<file path="src/rtl/decoding_stage_controller_if.sv">
// Host/array-facing bundle of the decoding stage controller: start/done
// handshakes, aggregated busy/odd flags, stage broadcast and round statistics.
interface decoding_stage_controller_if #(
  parameter int PU_COUNT    = 64,
  parameter int STAGE_WIDTH = 3,
  parameter int ITER_WIDTH  = 8,
  parameter int CYCLE_WIDTH = 16
);
  logic                   start_valid;
  logic                   start_ready;
  logic [PU_COUNT-1:0]    busy;
  logic [PU_COUNT-1:0]    odd;
  logic [STAGE_WIDTH-1:0] global_stage;
  logic                   done_valid;
  logic                   done_ready;
  logic                   timeout;
  logic [ITER_WIDTH-1:0]  iteration_count;
  logic [CYCLE_WIDTH-1:0] cycle_count;

  modport master (
    output start_valid, busy, odd, done_ready,
    input  start_ready, global_stage, done_valid, timeout, iteration_count, cycle_count
  );

  modport slave (
    input  start_valid, busy, odd, done_ready,
    output start_ready, global_stage, done_valid, timeout, iteration_count, cycle_count
  );
endinterface

</file>
<file path="src/rtl/decoding_stage_controller.sv">
// Sequencer for one decoding round: load, alternating merge/grow until no odd
// cluster remains (or the iteration limit hits), peel, then report.
module decoding_stage_controller #(
  parameter int PU_COUNT      = 64,
  parameter int STAGE_WIDTH   = 3,
  parameter int LOAD_CYCLES   = 2,
  parameter int SETTLE_CYCLES = 3,
  parameter int BUSY_PIPE     = 0,
  parameter int MAX_ITER      = 31,
  parameter int ITER_WIDTH    = 8,
  parameter int CYCLE_WIDTH   = 16
) (
  input  logic                  clk,
  input  logic                  reset_n,
  decoding_stage_controller_if.slave bus
);
  localparam logic [STAGE_WIDTH-1:0] ST_IDLE   = STAGE_WIDTH'(0);
  localparam logic [STAGE_WIDTH-1:0] ST_GROW   = STAGE_WIDTH'(1);
  localparam logic [STAGE_WIDTH-1:0] ST_MERGE  = STAGE_WIDTH'(2);
  localparam logic [STAGE_WIDTH-1:0] ST_PEEL   = STAGE_WIDTH'(3);
  localparam logic [STAGE_WIDTH-1:0] ST_LOAD   = STAGE_WIDTH'(4);
  localparam logic [STAGE_WIDTH-1:0] ST_REPORT = STAGE_WIDTH'(5);

  localparam int CNT_MAX = (LOAD_CYCLES > SETTLE_CYCLES) ? LOAD_CYCLES : SETTLE_CYCLES;
  localparam int CNT_W   = $clog2(CNT_MAX + 1);
  localparam logic [CNT_W-1:0]      LOAD_INIT   = CNT_W'(LOAD_CYCLES - 1);
  localparam logic [CNT_W-1:0]      SETTLE_INIT = CNT_W'(SETTLE_CYCLES);
  localparam logic [ITER_WIDTH-1:0] ITER_MAX    = ITER_WIDTH'(MAX_ITER);

  logic busy_any, odd_any;

  generate
    if (BUSY_PIPE == 0) begin : g_nopipe
      assign busy_any = |bus.busy;
      assign odd_any  = |bus.odd;
    end else begin : g_pipe
      logic [BUSY_PIPE-1:0] busy_pipe_q, odd_pipe_q;
      always_ff @(posedge clk or negedge reset_n) begin
        if (!reset_n) begin
          busy_pipe_q <= '0;
          odd_pipe_q  <= '0;
        end else begin
          busy_pipe_q[0] <= |bus.busy;
          odd_pipe_q[0]  <= |bus.odd;
          for (int i = 1; i < BUSY_PIPE; i++) begin
            busy_pipe_q[i] <= busy_pipe_q[i-1];
            odd_pipe_q[i]  <= odd_pipe_q[i-1];
          end
        end
      end
      assign busy_any = busy_pipe_q[BUSY_PIPE-1];
      assign odd_any  = odd_pipe_q[BUSY_PIPE-1];
    end
  endgenerate

  logic [STAGE_WIDTH-1:0] state_q, state_d;
  logic [CNT_W-1:0]       cnt_q, cnt_d;
  logic [ITER_WIDTH-1:0]  iter_q, iter_d;
  logic [CYCLE_WIDTH-1:0] cyc_q, cyc_d;
  logic                   timeout_q, timeout_d;

  always_ff @(posedge clk or negedge reset_n) begin
    if (!reset_n) begin
      state_q   <= ST_IDLE;
      cnt_q     <= '0;
      iter_q    <= '0;
      cyc_q     <= '0;
      timeout_q <= 1'b0;
    end else begin
      state_q   <= state_d;
      cnt_q     <= cnt_d;
      iter_q    <= iter_d;
      cyc_q     <= cyc_d;
      timeout_q <= timeout_d;
    end
  end

  // cnt_q serves as the LOADING hold timer and as the MERGE/PEELING settle
  // timer; busy/odd are only looked at once it has drained to zero.
  always_comb begin
    state_d   = state_q;
    cnt_d     = cnt_q;
    iter_d    = iter_q;
    cyc_d     = cyc_q;
    timeout_d = timeout_q;
    if ((state_q == ST_LOAD || state_q == ST_MERGE || state_q == ST_GROW ||
         state_q == ST_PEEL) && cyc_q != '1)
      cyc_d = cyc_q + 1'b1;
    case (state_q)
      ST_IDLE: begin
        if (bus.start_valid) begin
          state_d   = ST_LOAD;
          cnt_d     = LOAD_INIT;
          iter_d    = '0;
          cyc_d     = '0;
          timeout_d = 1'b0;
        end
      end
      ST_LOAD: begin
        if (cnt_q == '0) begin
          state_d = ST_MERGE;
          cnt_d   = SETTLE_INIT;
        end else begin
          cnt_d = cnt_q - 1'b1;
        end
      end
      ST_MERGE: begin
        if (cnt_q != '0) begin
          cnt_d = cnt_q - 1'b1;
        end else if (!busy_any) begin
          if (!odd_any) begin
            state_d = ST_PEEL;
            cnt_d   = SETTLE_INIT;
          end else if (iter_q == ITER_MAX) begin
            state_d   = ST_REPORT;
            timeout_d = 1'b1;
          end else begin
            state_d = ST_GROW;
            iter_d  = iter_q + 1'b1;
          end
        end
      end
      ST_GROW: begin
        state_d = ST_MERGE;
        cnt_d   = SETTLE_INIT;
      end
      ST_PEEL: begin
        if (cnt_q != '0) cnt_d = cnt_q - 1'b1;
        else if (!busy_any) state_d = ST_REPORT;
      end
      ST_REPORT: begin
        if (bus.done_ready) state_d = ST_IDLE;
      end
      default: state_d = ST_IDLE;
    endcase
  end

  always_comb begin
    bus.global_stage    = state_q;
    bus.start_ready     = (state_q == ST_IDLE);
    bus.done_valid      = (state_q == ST_REPORT);
    bus.timeout         = timeout_q;
    bus.iteration_count = iter_q;
    bus.cycle_count     = cyc_q;
  end
endmodule

</file>
<file path="src/flat_wrapper.sv">
// flat-port wrapper written by rule: the top's interface ports become plain ports
module decoding_stage_controller_flat 
#(
  parameter int PU_COUNT      = 64,
  parameter int STAGE_WIDTH   = 3,
  parameter int LOAD_CYCLES   = 2,
  parameter int SETTLE_CYCLES = 3,
  parameter int BUSY_PIPE     = 0,
  parameter int MAX_ITER      = 31,
  parameter int ITER_WIDTH    = 8,
  parameter int CYCLE_WIDTH   = 16
)
  (clk, reset_n, bus_start_valid, bus_busy, bus_odd, bus_done_ready, bus_start_ready, bus_global_stage, bus_done_valid, bus_timeout, bus_iteration_count, bus_cycle_count);
  decoding_stage_controller_if #(.PU_COUNT(PU_COUNT), .STAGE_WIDTH(STAGE_WIDTH), .ITER_WIDTH(ITER_WIDTH), .CYCLE_WIDTH(CYCLE_WIDTH)) bus_i ();
  input  logic clk;
  input  logic reset_n;
  input wire logic [$bits(bus_i.start_valid)-1:0] bus_start_valid;
  input wire logic [$bits(bus_i.busy)-1:0] bus_busy;
  input wire logic [$bits(bus_i.odd)-1:0] bus_odd;
  input wire logic [$bits(bus_i.done_ready)-1:0] bus_done_ready;
  output wire logic [$bits(bus_i.start_ready)-1:0] bus_start_ready;
  output wire logic [$bits(bus_i.global_stage)-1:0] bus_global_stage;
  output wire logic [$bits(bus_i.done_valid)-1:0] bus_done_valid;
  output wire logic [$bits(bus_i.timeout)-1:0] bus_timeout;
  output wire logic [$bits(bus_i.iteration_count)-1:0] bus_iteration_count;
  output wire logic [$bits(bus_i.cycle_count)-1:0] bus_cycle_count;
  assign bus_i.start_valid = bus_start_valid;
  assign bus_i.busy = bus_busy;
  assign bus_i.odd = bus_odd;
  assign bus_i.done_ready = bus_done_ready;
  assign bus_start_ready = bus_i.start_ready;
  assign bus_global_stage = bus_i.global_stage;
  assign bus_done_valid = bus_i.done_valid;
  assign bus_timeout = bus_i.timeout;
  assign bus_iteration_count = bus_i.iteration_count;
  assign bus_cycle_count = bus_i.cycle_count;
  decoding_stage_controller #(.PU_COUNT(PU_COUNT), .STAGE_WIDTH(STAGE_WIDTH), .LOAD_CYCLES(LOAD_CYCLES), .SETTLE_CYCLES(SETTLE_CYCLES), .BUSY_PIPE(BUSY_PIPE), .MAX_ITER(MAX_ITER), .ITER_WIDTH(ITER_WIDTH), .CYCLE_WIDTH(CYCLE_WIDTH)) u_core (.clk(clk), .reset_n(reset_n), .bus(bus_i));
endmodule
</file>
<file path="config.mk">
export PLATFORM = sky130hd
export DESIGN_NAME = decoding_stage_controller_flat
export DESIGN_NICKNAME = d
export VERILOG_FILES = /design/src/rtl/decoding_stage_controller_if.sv /design/src/rtl/decoding_stage_controller.sv /design/src/flat_wrapper.sv
export SDC_FILE = /design/constraint.sdc
export NUM_CORES = 1
export LEC_CHECK = 0
export BUFFER_PORTS_ARGS = -buffer_cell sky130_fd_sc_hd__buf_2
export CAP_MARGIN = 20
export CORE_UTILIZATION = 40
export CTS_CLUSTER_SIZE = 20
export DETAILED_ROUTE_END_ITERATION = 7
export GPL_TIMING_DRIVEN = 0
export PLACE_DENSITY_LB_ADDON = 0.25
export SLEW_MARGIN = 15
export SYNTH_ARGS = -nofsm -noshare
export SYNTH_HDL_FRONTEND = slang
export SYNTH_SLANG_ARGS = --single-unit
</file>
<file path="constraint.sdc">
create_clock -name clk -period 2.9 [get_ports clk]
set_input_delay 0.29 -clock clk [delete_from_list [all_inputs] [get_ports clk]]
set_output_delay 0.29 -clock clk [all_outputs]
set_load 0.05 [all_outputs]
</file>
=== Word level (Yosys, flattened, before mapping) ===
Index checks and enable logic that the tools add are counted.

* Memories: 0
* Register bits after elaboration: 30
* Output and inout port bits: 30
* Bits in writable memories: 0
* Bits in read-only memories: 0
* Word-level logic and storage cells: 75
* Bits in latches: 0

* Bitwise gates (word level): 0
* Reductions and logical operators: 15
* Magnitude comparators: 0
* Multiplexer cells: 32
* Div/mod/pow operators: 0
* Shifts and indexed selects: 0
* Eq/ne operators: 20
* Multipliers: 0
* $add $sub $neg: 3

{| class="wikitable"
|+ Operators with widths
! kind !! number
|-
| $reduce_or 64->1 || 2
|-
| $mux 16 || 3
|-
| $mux 8 || 5
|-
| $mux 3 || 9
|-
| $ne 2x2->1 const B || 10
|-
| $pmux 3 s6 || 1
|-
| $add 16x1->16 const B || 1
|-
| $ne 16x16->1 const B || 1
|-
| $pmux 8 s2 || 1
|-
| $mux 2 || 6
|-
| $reduce_and 6->1 || 2
|-
| $pmux 2 s5 || 1
|-
| $add 8x1->8 const B || 1
|-
| $eq 8x5->1 const B || 1
|-
| $reduce_and 7->1 || 1
|-
| $eq 3x2->1 const B || 2
|-
| $eq 3x3->1 const B || 2
|-
| $ne 3x3->1 const B || 2
|-
| $mux 1 || 5
|-
| $reduce_and 5->1 || 1
|-
| $reduce_bool 5->1 || 1
|-
| $reduce_bool 2->1 || 2
|-
| $eq 3x1->1 const B || 1
|-
| $logic_not 3->1 || 1
|-
| other kinds (6) || 8
|}

=== Longest topological paths before layout ===
Gate-level depths: netlist of run 1.

* Depth in word-level cells: 8
* Gate-level depth with buffers: 8
* Depth with buffers taken out: 8

=== Worst setup path before layout of run 1 ===
Ideal clock, no wire load.

* Kind: register -> register
* From: register u_core.state_q[2], in the netlist u_core.bus.global_stage[2]
* To: register u_core.iter_q[3], in the netlist u_core.bus.iteration_count[3]
* Stages on the path, launching flop included: 7
* Buffers on the path: 1
* Arrival time: 2,433 ps
* Path slack: 341 ps
* Library setup time: 127 ps
* Clock period less this slack: 2,559 ps
* Path through: dfrtp_1 -> clkbuf_1 -> or3_1 -> inv_1 -> nand2_1 -> o31a_1 -> a221o_2

* Word-level cells in the longest chain between the ends: 3
* Elaborated cells between the ends (all ways): 10
* Those cells by class: eq/ne (6); mux (1); reduce/logical (3)

{| class="wikitable"
|+ Ends and longest elaborated chain
! item !! line !! text
|-
| start: declaration || decoding_stage_controller.sv:56 || <nowiki>logic [STAGE_WIDTH-1:0] state_q, state_d;</nowiki>
|-
| start signal: assignment || decoding_stage_controller.sv:70 || <nowiki>state_q <= state_d;</nowiki>
|-
| $logic_not 3->1 (*) || - ||
|-
| named net bus_start_ready || flat_wrapper.sv:21 || <nowiki>output wire logic [$bits(bus_i.start_ready)-1:0] bus_start_ready;</nowiki>
|-
| $ne 2x2->1 (no line) / $reduce_bool 2->1 (equally long branches) || - ||
|-
| $reduce_and 6->1 (no line) || - ||
|-
| end signal: assignment || decoding_stage_controller.sv:72 || <nowiki>iter_q <= iter_d;</nowiki>
|-
| end: declaration || decoding_stage_controller.sv:58 || <nowiki>logic [ITER_WIDTH-1:0] iter_q, iter_d;</nowiki>
|}

The timed path passes the listed nets; every way through them passes the cells marked *.
A chain may end at the register's enable or synchronous reset.

=== Worst setup path in the final report of run 1 ===
* From: input bus_odd[6]
* To: register u_core.cnt_q[0]

* Word-level cells in the longest chain between the ends: 3

{| class="wikitable"
|+ Ends and longest elaborated chain
! item !! line !! text
|-
| start: declaration || flat_wrapper.sv:19 || <nowiki>input wire logic [$bits(bus_i.odd)-1:0] bus_odd;</nowiki>
|-
| $reduce_or 64->1 || decoding_stage_controller.sv:35 || <nowiki>assign odd_any = |bus.odd;</nowiki>
|-
| $ne 3x3->1 (no line) || - ||
|-
| $reduce_and 5->1 (no line) || - ||
|-
| end signal: assignment || decoding_stage_controller.sv:71 || <nowiki>cnt_q <= cnt_d;</nowiki>
|-
| end: declaration || decoding_stage_controller.sv:57 || <nowiki>logic [CNT_W-1:0] cnt_q, cnt_d;</nowiki>
|}

Every way passes these cells.

==> results_dict.tcl, run 1 <==
set metrics [dict create \
    status "complete, no violations" \
    power.static_leakage_nw 1.50 \
    synth.yosys.seq_area_share 0.388 \
    synth_warnings 0 \
    power_switching_uw 200 \
    drive_above_1_share 0.454 \
    place_area_sq_um 2810 \
    detailroute.wirelength.met3_microns 379 \
    share_clk_of_total_power 0.398 \
    gp_congestion 0.852 \
    start_util 0.430 \
    netSwitchingFraction 0.229 \
    synth_most_common_cell "nor4_1" \
    drt_drc 0 \
    total_routed_wirelength_mm 6.72 \
    die_h_microns 71.6 \
    routed_length_per_placed_instance_microns 15.3 \
    layout.nets 522 \
    timing.critical_path.fanout_max 5 \
    startpoint_kind_of_the_worst_setup_timing_path "input port" \
    clock_sinks 30 \
    p_per_area_nw_per_um2 303 \
    grt_pass1_vias 2206 \
    numCtsBuffers 5 \
    hp-class "input port to async pin" \
    worst_ep_arrival_time_ps 2610 \
    die_x_microns 71.6 \
    timing.critical_path.slowest_cell_delay_ps 770 \
    worst_ep_required_time_ps 3070 \
    antenna_found_initial 0 \
    core.rowCount 24 \
    core-area_sq_um 4500 \
    ys_dominant_reg_cell "dfrtp_1" \
    end_kind "flip-flop" \
    timing.rr.start "u_core.bus.cycle_count[2]$_DFF_PN0_" \
    syn_area_sq_um 1940 \
    cts_hold_buf 0 \
    power_uw 877 \
    cts.clk_slew.worst_paths_ps 70 \
    route.vias.total 2362 \
    max_cap_viol_count 0 \
    ff_latch_count_synth 30 \
    largest_net_degree_at_the_start_of_global_routing 31 \
    dr.pass1.iters 4 \
    finalCritPeriodShare 0.840 \
    cts-root-buf "clkbuf_8" \
    finish.cell_count_without_fillers 440 \
    grt_pass1_wl_mm 10.5 \
    timing.final.max_slew_violations 0 \
    number_of_standard_cells_after_synthesis 219 \
    final_antenna_net_count 0 \
    seq_power_share 0.477 \
    crit_buf_inv 1 \
    timing.final.crit_period_ps 2440 \
    final_setup_vio_count 0 \
    yosysTopAreaCell "dfrtp_1" \
    hpwlAfterDp_mm 5.47 \
    vias_per_cell 5.37 \
    worstSetupPathType "input port to flip-flop" \
    timing.clock.skew_ps 5.79 \
    insertedDiodeCount 0 \
    synth_edf_count 0 \
    clockBufferDepth 2 \
    finalInstanceArea_sq_um 2900 \
    cell_internal_pwr_uw 677 \
    filler_cell_count 390 \
    detailedRoute.firstIterationViolations 124 \
    synthesized_netlist_net_count 354 \
    post_cts_resized 0 \
    met2_wirelength_mm 3.33 \
    slew_headroom 0.433 \
    top_level_ports 162 \
    power.combinational.fraction 0.125 \
    place_inst 432 \
    rsz0062_at_grt "false" \
    cts.htree.levels 2 \
    achievable_clock_frequency_mhz 411 \
    cts_tree "done" \
    setup.worst_path.start "bus_odd[6]" \
    crit_path_frequent_cell "nor4_1" \
    port-buffer-count 161 \
    drt-met1-wl_mm 2.95 \
    finalHoldViolations 0 \
    timing_worst_slew_pin_value_ps 843 \
    flow.area_growth_from_synthesis_pct 49.7 \
    grt_usage 0.267 \
    clk-insertion-delay-late_ps 280 \
    cp_cell_sequence "buf_2 -> nor4_1 -> nand4_1 -> nor4_1 -> nand3b_1 -> a31oi_1 -> mux2_2" \
    synthArstFlopShare 1.00 \
    multiInputGateArea_sq_um 1140 \
    timing.critical_path.max_delay_family "simple AND/OR/NAND/NOR gates" \
    die_area_sq_um 5120 \
    yosys-top-cells-area "dfrtp_1, nor4_1, nor2_1" \
    synth_top_cells_by_count "nor4_1, dfrtp_1, nor2_1" \
    final-seq-area_sq_um 751 \
    ys_types 45 \
    post_cts.repair.setup_buffers 0 \
    avgSynthCellArea_sq_um 8.84 \
    maximum_ir_drop_on_the_vdd_rail_mv 0.257 \
    post-synth-top-area-fraction 0.388 \
    globalRoute.totalOverflow 0 \
    top_signal_layer_used "met4" \
    cpMaxStageDelayCell "nor4_1" \
    finalSetupTns_ps 0 \
]
[placed cells by master (no fill, tap or decap), types with 3 or more instances in the layout]
cell      synthesis  final
dfrtp_1          30     30
clkbuf_8          0      6
a21oi_1           7      7
nor2_1           22     22
nand4_1          12     12
xor2_1            6      6
nor4_1           37     37
nor3_1            3      3
and4_1            3      3
nor3b_1           3      3
o21ai_0           7      7
inv_1             5      5
ha_1              3      3
nand2b_1          3      3
mux2i_1           4      4
nand3_1          12     12
a211o_1           3      3
nand2_1          13     13
clkbuf_1          4      5
xnor2_1           5      5
and3_1            3      3
buf_2             0    161
and2_1            4      4
[layout make-up]
type,count,share of cell area
Clock buffer,7,0.0298
Inverter,5,0.00648
Buffer,5,0.00907
Multi-Input combinational cell,179,0.393
Timing Repair Buffer,161,0.278
Clock inverter,1,0.00173
Sequential cell,30,0.259
Tap cell,52,0.0225
[routing by layer]
layer / vias to the layer above / GRT usage
met5: - / 0
met4: 0 / 0.0610
met3: 6 / 0.0619
met2: 95 / 0.469
met1: 1069 / 0.335
li1: 1192 / -
[registers in the layout, indices dropped and copies added (netlist names)]
| register | flops |
|---|---|
| u_core.bus.timeout | 1 |
| u_core.bus.global_stage | 3 |
| u_core.bus.cycle_count | 16 |
| u_core.cnt_q | 2 |
| u_core.bus.iteration_count | 8 |
[cells by family after synthesis]
logic type | after synthesis | synth area share
simple gates | 124 | 0.363
compound gates | 35 | 0.124
flops | 30 | 0.388
xor+xnor | 11 | 0.0498
buf+inv | 10 | 0.0233
mux | 6 | 0.0323
fa+ha+maj | 3 | 0.0194
[path summary, 6_finish.rpt]
path / end / slack (ps) / depth (start not counted)
max reg2reg: u_core.bus.cycle_count[10]$_DFF_PN0_ / 600 / 6
max in group asynchronous: u_core.cnt_q[1]$_DFFE_PN0P_ / 2410 / 1
min: u_core.bus.cycle_count[3]$_DFF_PN0_ / 50 / 1
min reg2reg: u_core.bus.cycle_count[5]$_DFF_PN0_ / 500 / 1
min in group clk: u_core.bus.cycle_count[5]$_DFF_PN0_ / 500 / 1
max: u_core.cnt_q[0]$_DFFE_PN0P_ / 460 / 7
[metrics by stage]
stage               worst slack (ps)  hold WS [ps]   util
finish                           464          50.2  0.643
global route                     296           106  0.643
CTS                              437          64.3  0.643
detailed placement               157           369  0.623
global placement                 236           364  0.623
floorplan                        341         -5.59      -
[power by group through the flow]
stage               clock network, mW  logic (mW)  registers [mW]
global route                    0.377       0.121           0.418
detailed placement                  0       0.109           0.426
floorplan                           0     0.00872           0.426
global placement                    0       0.108           0.426
CTS                             0.353       0.110           0.418
finish                          0.349       0.109           0.418
Power figures use the tool's default switching activity.
==> run 2: changes to the inputs <==
--- a/config.mk
+++ b/config.mk
@@ -5,6 +5,7 @@
 export SDC_FILE = /design/constraint.sdc
 export NUM_CORES = 1
 export LEC_CHECK = 0
+export ABC_AREA = 1
 export BUFFER_PORTS_ARGS = -buffer_cell sky130_fd_sc_hd__buf_2
 export CAP_MARGIN = 20
 export CORE_UTILIZATION = 40
==> constraint.sdc (replaced) <==
create_clock -name clk -period 2.55 [get_ports clk]
set_input_delay 0.255 -clock clk [delete_from_list [all_inputs] [get_ports clk]]
set_output_delay 0.255 -clock clk [all_outputs]
set_load 0.05 [all_outputs]
==> run 2 against run 1 <==
Net effect: setup slack better by 240 ps; combinational power rose by 27%; clock-buffer cell count shrank 1; flip-flop and latch count is the same; final area rose by 17%; synthesized area up 24%.
==> results_dict.tcl, run 2 <==
set metrics [dict create \
    cts_hold_buf 0 \
    largest_net_degree_at_the_start_of_global_routing 31 \
    max_cap_viol_count 0 \
    ys_dominant_reg_cell "dfrtp_1" \
    top_level_ports 162 \
    layout.nets 702 \
    ff_latch_count_synth 30 \
    worst_ep_arrival_time_ps 2010 \
    yosysTopAreaCell "dfrtp_1" \
    worstSetupPathType "flip-flop to flip-flop" \
    synth_edf_count 0 \
    routed_length_per_placed_instance_microns 10.8 \
    maximum_ir_drop_on_the_vdd_rail_mv 0.241 \
    timing_worst_slew_pin_value_ps 694 \
    synth_warnings 0 \
    cts-root-buf "clkbuf_8" \
    port-buffer-count 161 \
    synth.yosys.seq_area_share 0.312 \
    power.static_leakage_nw 1.89 \
    avgSynthCellArea_sq_um 6.04 \
    globalRoute.totalOverflow 0 \
    grt_pass1_vias 2923 \
    most-common-layout-cells "buf_2, nand2_1, nor2_1, inv_1, dfrtp_1" \
    mostFrequentLayoutCell "buf_2" \
    post-synth-top-area-fraction 0.312 \
    final_antenna_net_count 0 \
    post_cts_resized 0 \
    cts.htree.levels 2 \
    grt_pass1_wl_mm 12.0 \
    total_routed_wirelength_mm 6.87 \
    cts_tree "done" \
    insertedDiodeCount 0 \
    synthArstFlopShare 1.00 \
    rsz0062_at_grt "false" \
    hold-worst-slack_ps 14.9 \
    gp_congestion 0.955 \
    finalHoldViolations 0 \
    core-area_sq_um 5640 \
    clock_sinks 30 \
    numCtsBuffers 5 \
    finalCritPeriodShare 0.724 \
    slew_headroom 0.538 \
    power_uw 999 \
    number_of_standard_cells_after_synthesis 399 \
    detailedRoute.firstIterationViolations 120 \
    timing.clock.skew_ps 5.96 \
    final_setup_vio_count 0 \
    ys_types 33 \
    drt_drc 0 \
    finalInstanceArea_sq_um 3390 \
    clockBufferDepth 2 \
    p_per_area_nw_per_um2 295 \
    finalSetupTns_ps 0 \
    power_switching_uw 231 \
    cts.clk_slew.worst_paths_ps 60 \
    netSwitchingFraction 0.231 \
    hpwlAfterDp_mm 5.63 \
    post_cts.repair.setup_buffers 0 \
    seq_power_share 0.476 \
    yosys-top-cells-area "dfrtp_1, nand2_1, nor2_1" \
    flow.area_growth_from_synthesis_pct 40.6 \
    startpoint_kind_of_the_worst_setup_timing_path "flip-flop" \
    timing.final.max_slew_violations 0 \
    place_area_sq_um 3300 \
    drive_above_1_share 0.337 \
    start_util 0.427 \
    timing.critical_path.fanout_max 10 \
    end_kind "flip-flop" \
    timing.final.crit_period_ps 1850 \
    hp-class "input port to async pin" \
    die_area_sq_um 6340 \
    share_clk_of_total_power 0.385 \
    cell_internal_pwr_uw 768 \
    antenna_found_initial 0 \
    achievable_clock_frequency_mhz 542 \
    core.rowCount 27 \
    worst_ep_required_time_ps 2710 \
    dr.pass1.iters 4 \
    synth_top_cells_by_count "nand2_1, nor2_1, inv_1" \
    vias_per_cell 4.72 \
    synthesized_netlist_net_count 534 \
    filler_cell_count 550 \
    power.combinational.fraction 0.139 \
    clk-insertion-delay-late_ps 280 \
    die_h_microns 79.6 \
    grt_usage 0.238 \
    largest_register_ffs 16 \
    die_x_microns 79.6 \
    route.vias.total 3014 \
    status "complete, no violations" \
    syn_area_sq_um 2410 \
    synth_most_common_cell "nand2_1" \
]
-- run 2: routing by layer --
layer | global-route usage | wire length (microns) | up-vias
met4 | 0.100 | 174 | 0
met1 | 0.262 | 2860 | 1287
met3 | 0.0423 | 362 | 19
li1 | - | - | 1600
met5 | 0 | 0 | -
met2 | 0.442 | 3470 | 108
-- run 2: worst paths after layout --
path                                                startpoint                                   endpoint  slack, ps  cells after the start
max                        u_core.bus.cycle_count[0]$_DFF_PN0_        u_core.bus.cycle_count[0]$_DFF_PN0_        700                      9
min                                                    reset_n  u_core.bus.iteration_count[7]$_DFFE_PN0P_         10                      1
max reg2reg                u_core.bus.cycle_count[0]$_DFF_PN0_        u_core.bus.cycle_count[0]$_DFF_PN0_        700                      9
min reg2reg                        u_core.cnt_q[1]$_DFFE_PN0P_                u_core.cnt_q[1]$_DFFE_PN0P_        490                      2
max in group asynchronous                              reset_n        u_core.bus.cycle_count[0]$_DFF_PN0_       2080                      1
min in group clk                               bus_start_valid        u_core.bus.cycle_count[2]$_DFF_PN0_        350                      4
-- run 2: cell families after synthesis --
group	share of synthesized area
AO/OA/AOI/OAI	0.0613
flip-flops	0.312
XOR/XNOR	0.00727
adder cells (fa/ha/maj)	0.0156
AND/OR/NAND/NOR	0.532
buffers and inverters	0.0722
-- run 2: through the flow --
stage | instances | setup slack, ps | utilization
floorplan | 399 | 448 | -
global placement | 632 | 734 | 0.586
detailed placement | 632 | 716 | 0.586
CTS | 638 | 699 | 0.600
global route | 638 | 492 | 0.600
finish | 638 | 704 | 0.600
-- run 2: power groups by stage --
stage          Clock (mW)  Combinational, mW  Sequential [mW]
2_1_floorplan           0             0.0286            0.485
3_3_place_gp            0              0.137            0.485
3_5_place_dp            0              0.140            0.485
4_1_cts             0.398              0.140            0.476
5_1_grt             0.414              0.158            0.476
6_report            0.385              0.138            0.476
-- run 2: worst max-delay path: stages, from the launching register on --
cell	delay, ps
dfrtp_1	410
ha_1	230
nand3_1	160
nor3_4	230
nand3_2	160
nand2_4	160
inv_4	70
buf_6	140
o21ai_1	120
a21oi_1	50
-- run 2: cell type report --
| cell class | count | area (sq um) | area share |
|---|---|---|---|
| plain buffers | 4 | 28.8 | 0.00850 |
| multi-input cells | 327 | 1480 | 0.438 |
| inverters | 38 | 145 | 0.0429 |
| clock buffers | 6 | 82.6 | 0.0244 |
| flip-flops and latches | 30 | 751 | 0.222 |
| well taps | 72 | 90.1 | 0.0266 |
| repair buffers | 161 | 806 | 0.238 |
==> run 3: changes to the inputs <==
==> constraint.sdc (replaced) <==
create_clock -name clk -period 1.8 [get_ports clk]
set_input_delay 0.18 -clock clk [delete_from_list [all_inputs] [get_ports clk]]
set_output_delay 0.18 -clock clk [all_outputs]
set_load 0.05 [all_outputs]
==> run 3 against run 2 <==
Net effect: hold slack improved by 290 ps; wire length up 5.8%; largest cell class unchanged; critical path depth unchanged; setup slack lost 630 ps; highest routed layer unchanged; flip-flop and latch count is the same; critical path type unchanged.
==> results_dict.tcl, run 3 (same netlist as run 2, synthesis figures left out) <==
set metrics [dict create \
    detailedRoute.firstIterationViolations 163 \
    grt_usage 0.241 \
    fin_util 0.637 \
    insertedDiodeCount 0 \
    numCtsBuffers 5 \
    flow.area_growth_from_synthesis_pct 49.2 \
    die_h_microns 79.6 \
    cpMaxStageDelayCell "dfrtp_1" \
    achievable_clock_frequency_mhz 579 \
    worst_ep_arrival_time_ps 1950 \
    top_level_ports 162 \
    cts-root-buf "clkbuf_8" \
    cts.htree.levels 2 \
    port-buffer-count 161 \
    largest_register_ffs 16 \
    timing.final.max_slew_violations 0 \
    timing.critical_path.slowest_cell_delay_ps 420 \
    end_kind "flip-flop" \
    place_inst 632 \
    final_antenna_net_count 0 \
    clock_sinks 30 \
    status "complete, no violations" \
    hpwlAfterDp_mm 5.53 \
    p_per_area_nw_per_um2 434 \
    finalHoldViolations 0 \
    route.vias.total 3131 \
    dr.pass1.iters 5 \
    cp_cell_sequence "inv_1 -> nor3_1 -> nand3_4 -> nand2_4 -> inv_4 -> buf_6 -> nand3_2 -> nand2_1 -> a21oi_2" \
    finish.cell_count_without_fillers 653 \
    clk-insertion-delay-late_ps 290 \
    max_cap_viol_count 0 \
    worst-r2r-cell-count 9 \
    grt_pass1_vias 2969 \
    cts.clk_slew.worst_paths_ps 70 \
    core.rowCount 27 \
    hp-class "input port to flip-flop" \
    finalCritPeriodShare 0.959 \
    core-area_sq_um 5640 \
    gp_congestion 0.847 \
    startpoint_kind_of_the_worst_setup_timing_path "flip-flop" \
    most-common-layout-cells "buf_2, nand2_1, nor2_1, inv_1, dfrtp_1" \
    grt_pass1_wl_mm 12.1 \
    slew_headroom 0.558 \
    mostFrequentLayoutCell "buf_2" \
    final_setup_vio_count 0 \
    timing.critical_path.fanout_max 10 \
    globalRoute.totalOverflow 0 \
    power_mw 1.56 \
    die_area_sq_um 6340 \
    worstSetupPathType "flip-flop to flip-flop" \
    cts_tree "done" \
    die_x_microns 79.6 \
    vias_per_cell 4.79 \
    antenna_found_initial 0 \
    power.static_leakage_nw 1.94 \
    maximum_ir_drop_on_the_vdd_rail_mv 0.435 \
    timing.clock.skew_ps 7.57 \
    timing.final.crit_period_ps 1730 \
    largest_net_degree_at_the_start_of_global_routing 31 \
    worst_ep_required_time_ps 2020 \
    worst-r2r-setup-slack_ps 70 \
    count_of_cells_along_the_worst_hold_path 4 \
    total_routed_wirelength_mm 7.27 \
    drive_above_1_share 0.389 \
    drt_drc 0 \
    timing_worst_slew_pin_value_ps 663 \
    layout.nets 715 \
    clockBufferDepth 2 \
    routed_length_per_placed_instance_microns 11.1 \
    start_util 0.427 \
]
[run 3: changes by cell type in the layout (fill, tap and decap cells not counted), sizes merged, moves of 2 or more]
cell,delta
clkinv,+2
buf,+10
clkinvlp,+3
inv,-2
[run 3: layer usage]
metal,track usage,wire (microns),up-vias
met5,0,0,-
met2,0.444,3620,120
li1,-,-,1627
met1,0.265,3020,1366
met4,0.0800,129,0
met3,0.0629,494,18
[run 3: path summary, 6_finish.rpt]
check	end	from
max	u_core.bus.cycle_count[11]$_DFF_PN0_	u_core.bus.cycle_count[11]$_DFF_PN0_
min	u_core.bus.cycle_count[2]$_DFF_PN0_	bus_start_valid
max reg2reg	u_core.bus.cycle_count[11]$_DFF_PN0_	u_core.bus.cycle_count[11]$_DFF_PN0_
min reg2reg	u_core.cnt_q[1]$_DFFE_PN0P_	u_core.cnt_q[1]$_DFFE_PN0P_
max in group asynchronous	u_core.bus.global_stage[1]$_DFFE_PN0P_	reset_n
min in group asynchronous	u_core.bus.iteration_count[7]$_DFFE_PN0P_	reset_n
[run 3: what timing repair did]
action / CTS / global route
resized for setup: 0 / 11
buffers inserted: 0 / 10
setup endpoints to repair: 0 / 21
endpoints found under the hold margin: 30 / 0
hold buffers: 1 / 0
[run 3: through the flow]
stage               TNS (ps)  worst slack, ps  area, sq um  hold slack [ps]
floorplan                  0           0.0396         2440             -116
global placement           0             66.0         3340              257
detailed placement         0             35.1         3340              258
CTS                        0             36.6         3460              279
global route           -63.0            -31.5         3590              324
finish                     0             74.2         3590              307
[run 3: report_power, final]
| part | switching (mW) | leakage [nW] | internal [mW] |
|---|---|---|---|
| combinational | 0.0747 | 1.52 | 0.121 |
| clock | 0.282 | 0.0579 | 0.407 |
| sequential | 0 | 0.371 | 0.674 |
| total | 0.357 | 1.94 | 1.20 |
[run 3: final cells by class]
type | instances | area (sq um)
timing repair buffer | 172 | 891
buffer | 4 | 28.8
fill | 498 | 2050
clock inverter | 3 | 40.0
clock buffer | 5 | 68.8
multi-input combinational | 328 | 1550
timing repair inverter | 1 | 7.51
inverter | 38 | 153
tap | 72 | 90.1
sequential | 30 | 764
[run 3: critical path, delay by kind of cell, from the launching register on]
family | cells | cell delay [ps]
AND/OR/NAND/NOR | 5 | 790
AO/OA/AOI/OAI | 1 | 120
buffers and inverters | 3 | 300
flip-flops | 1 | 420
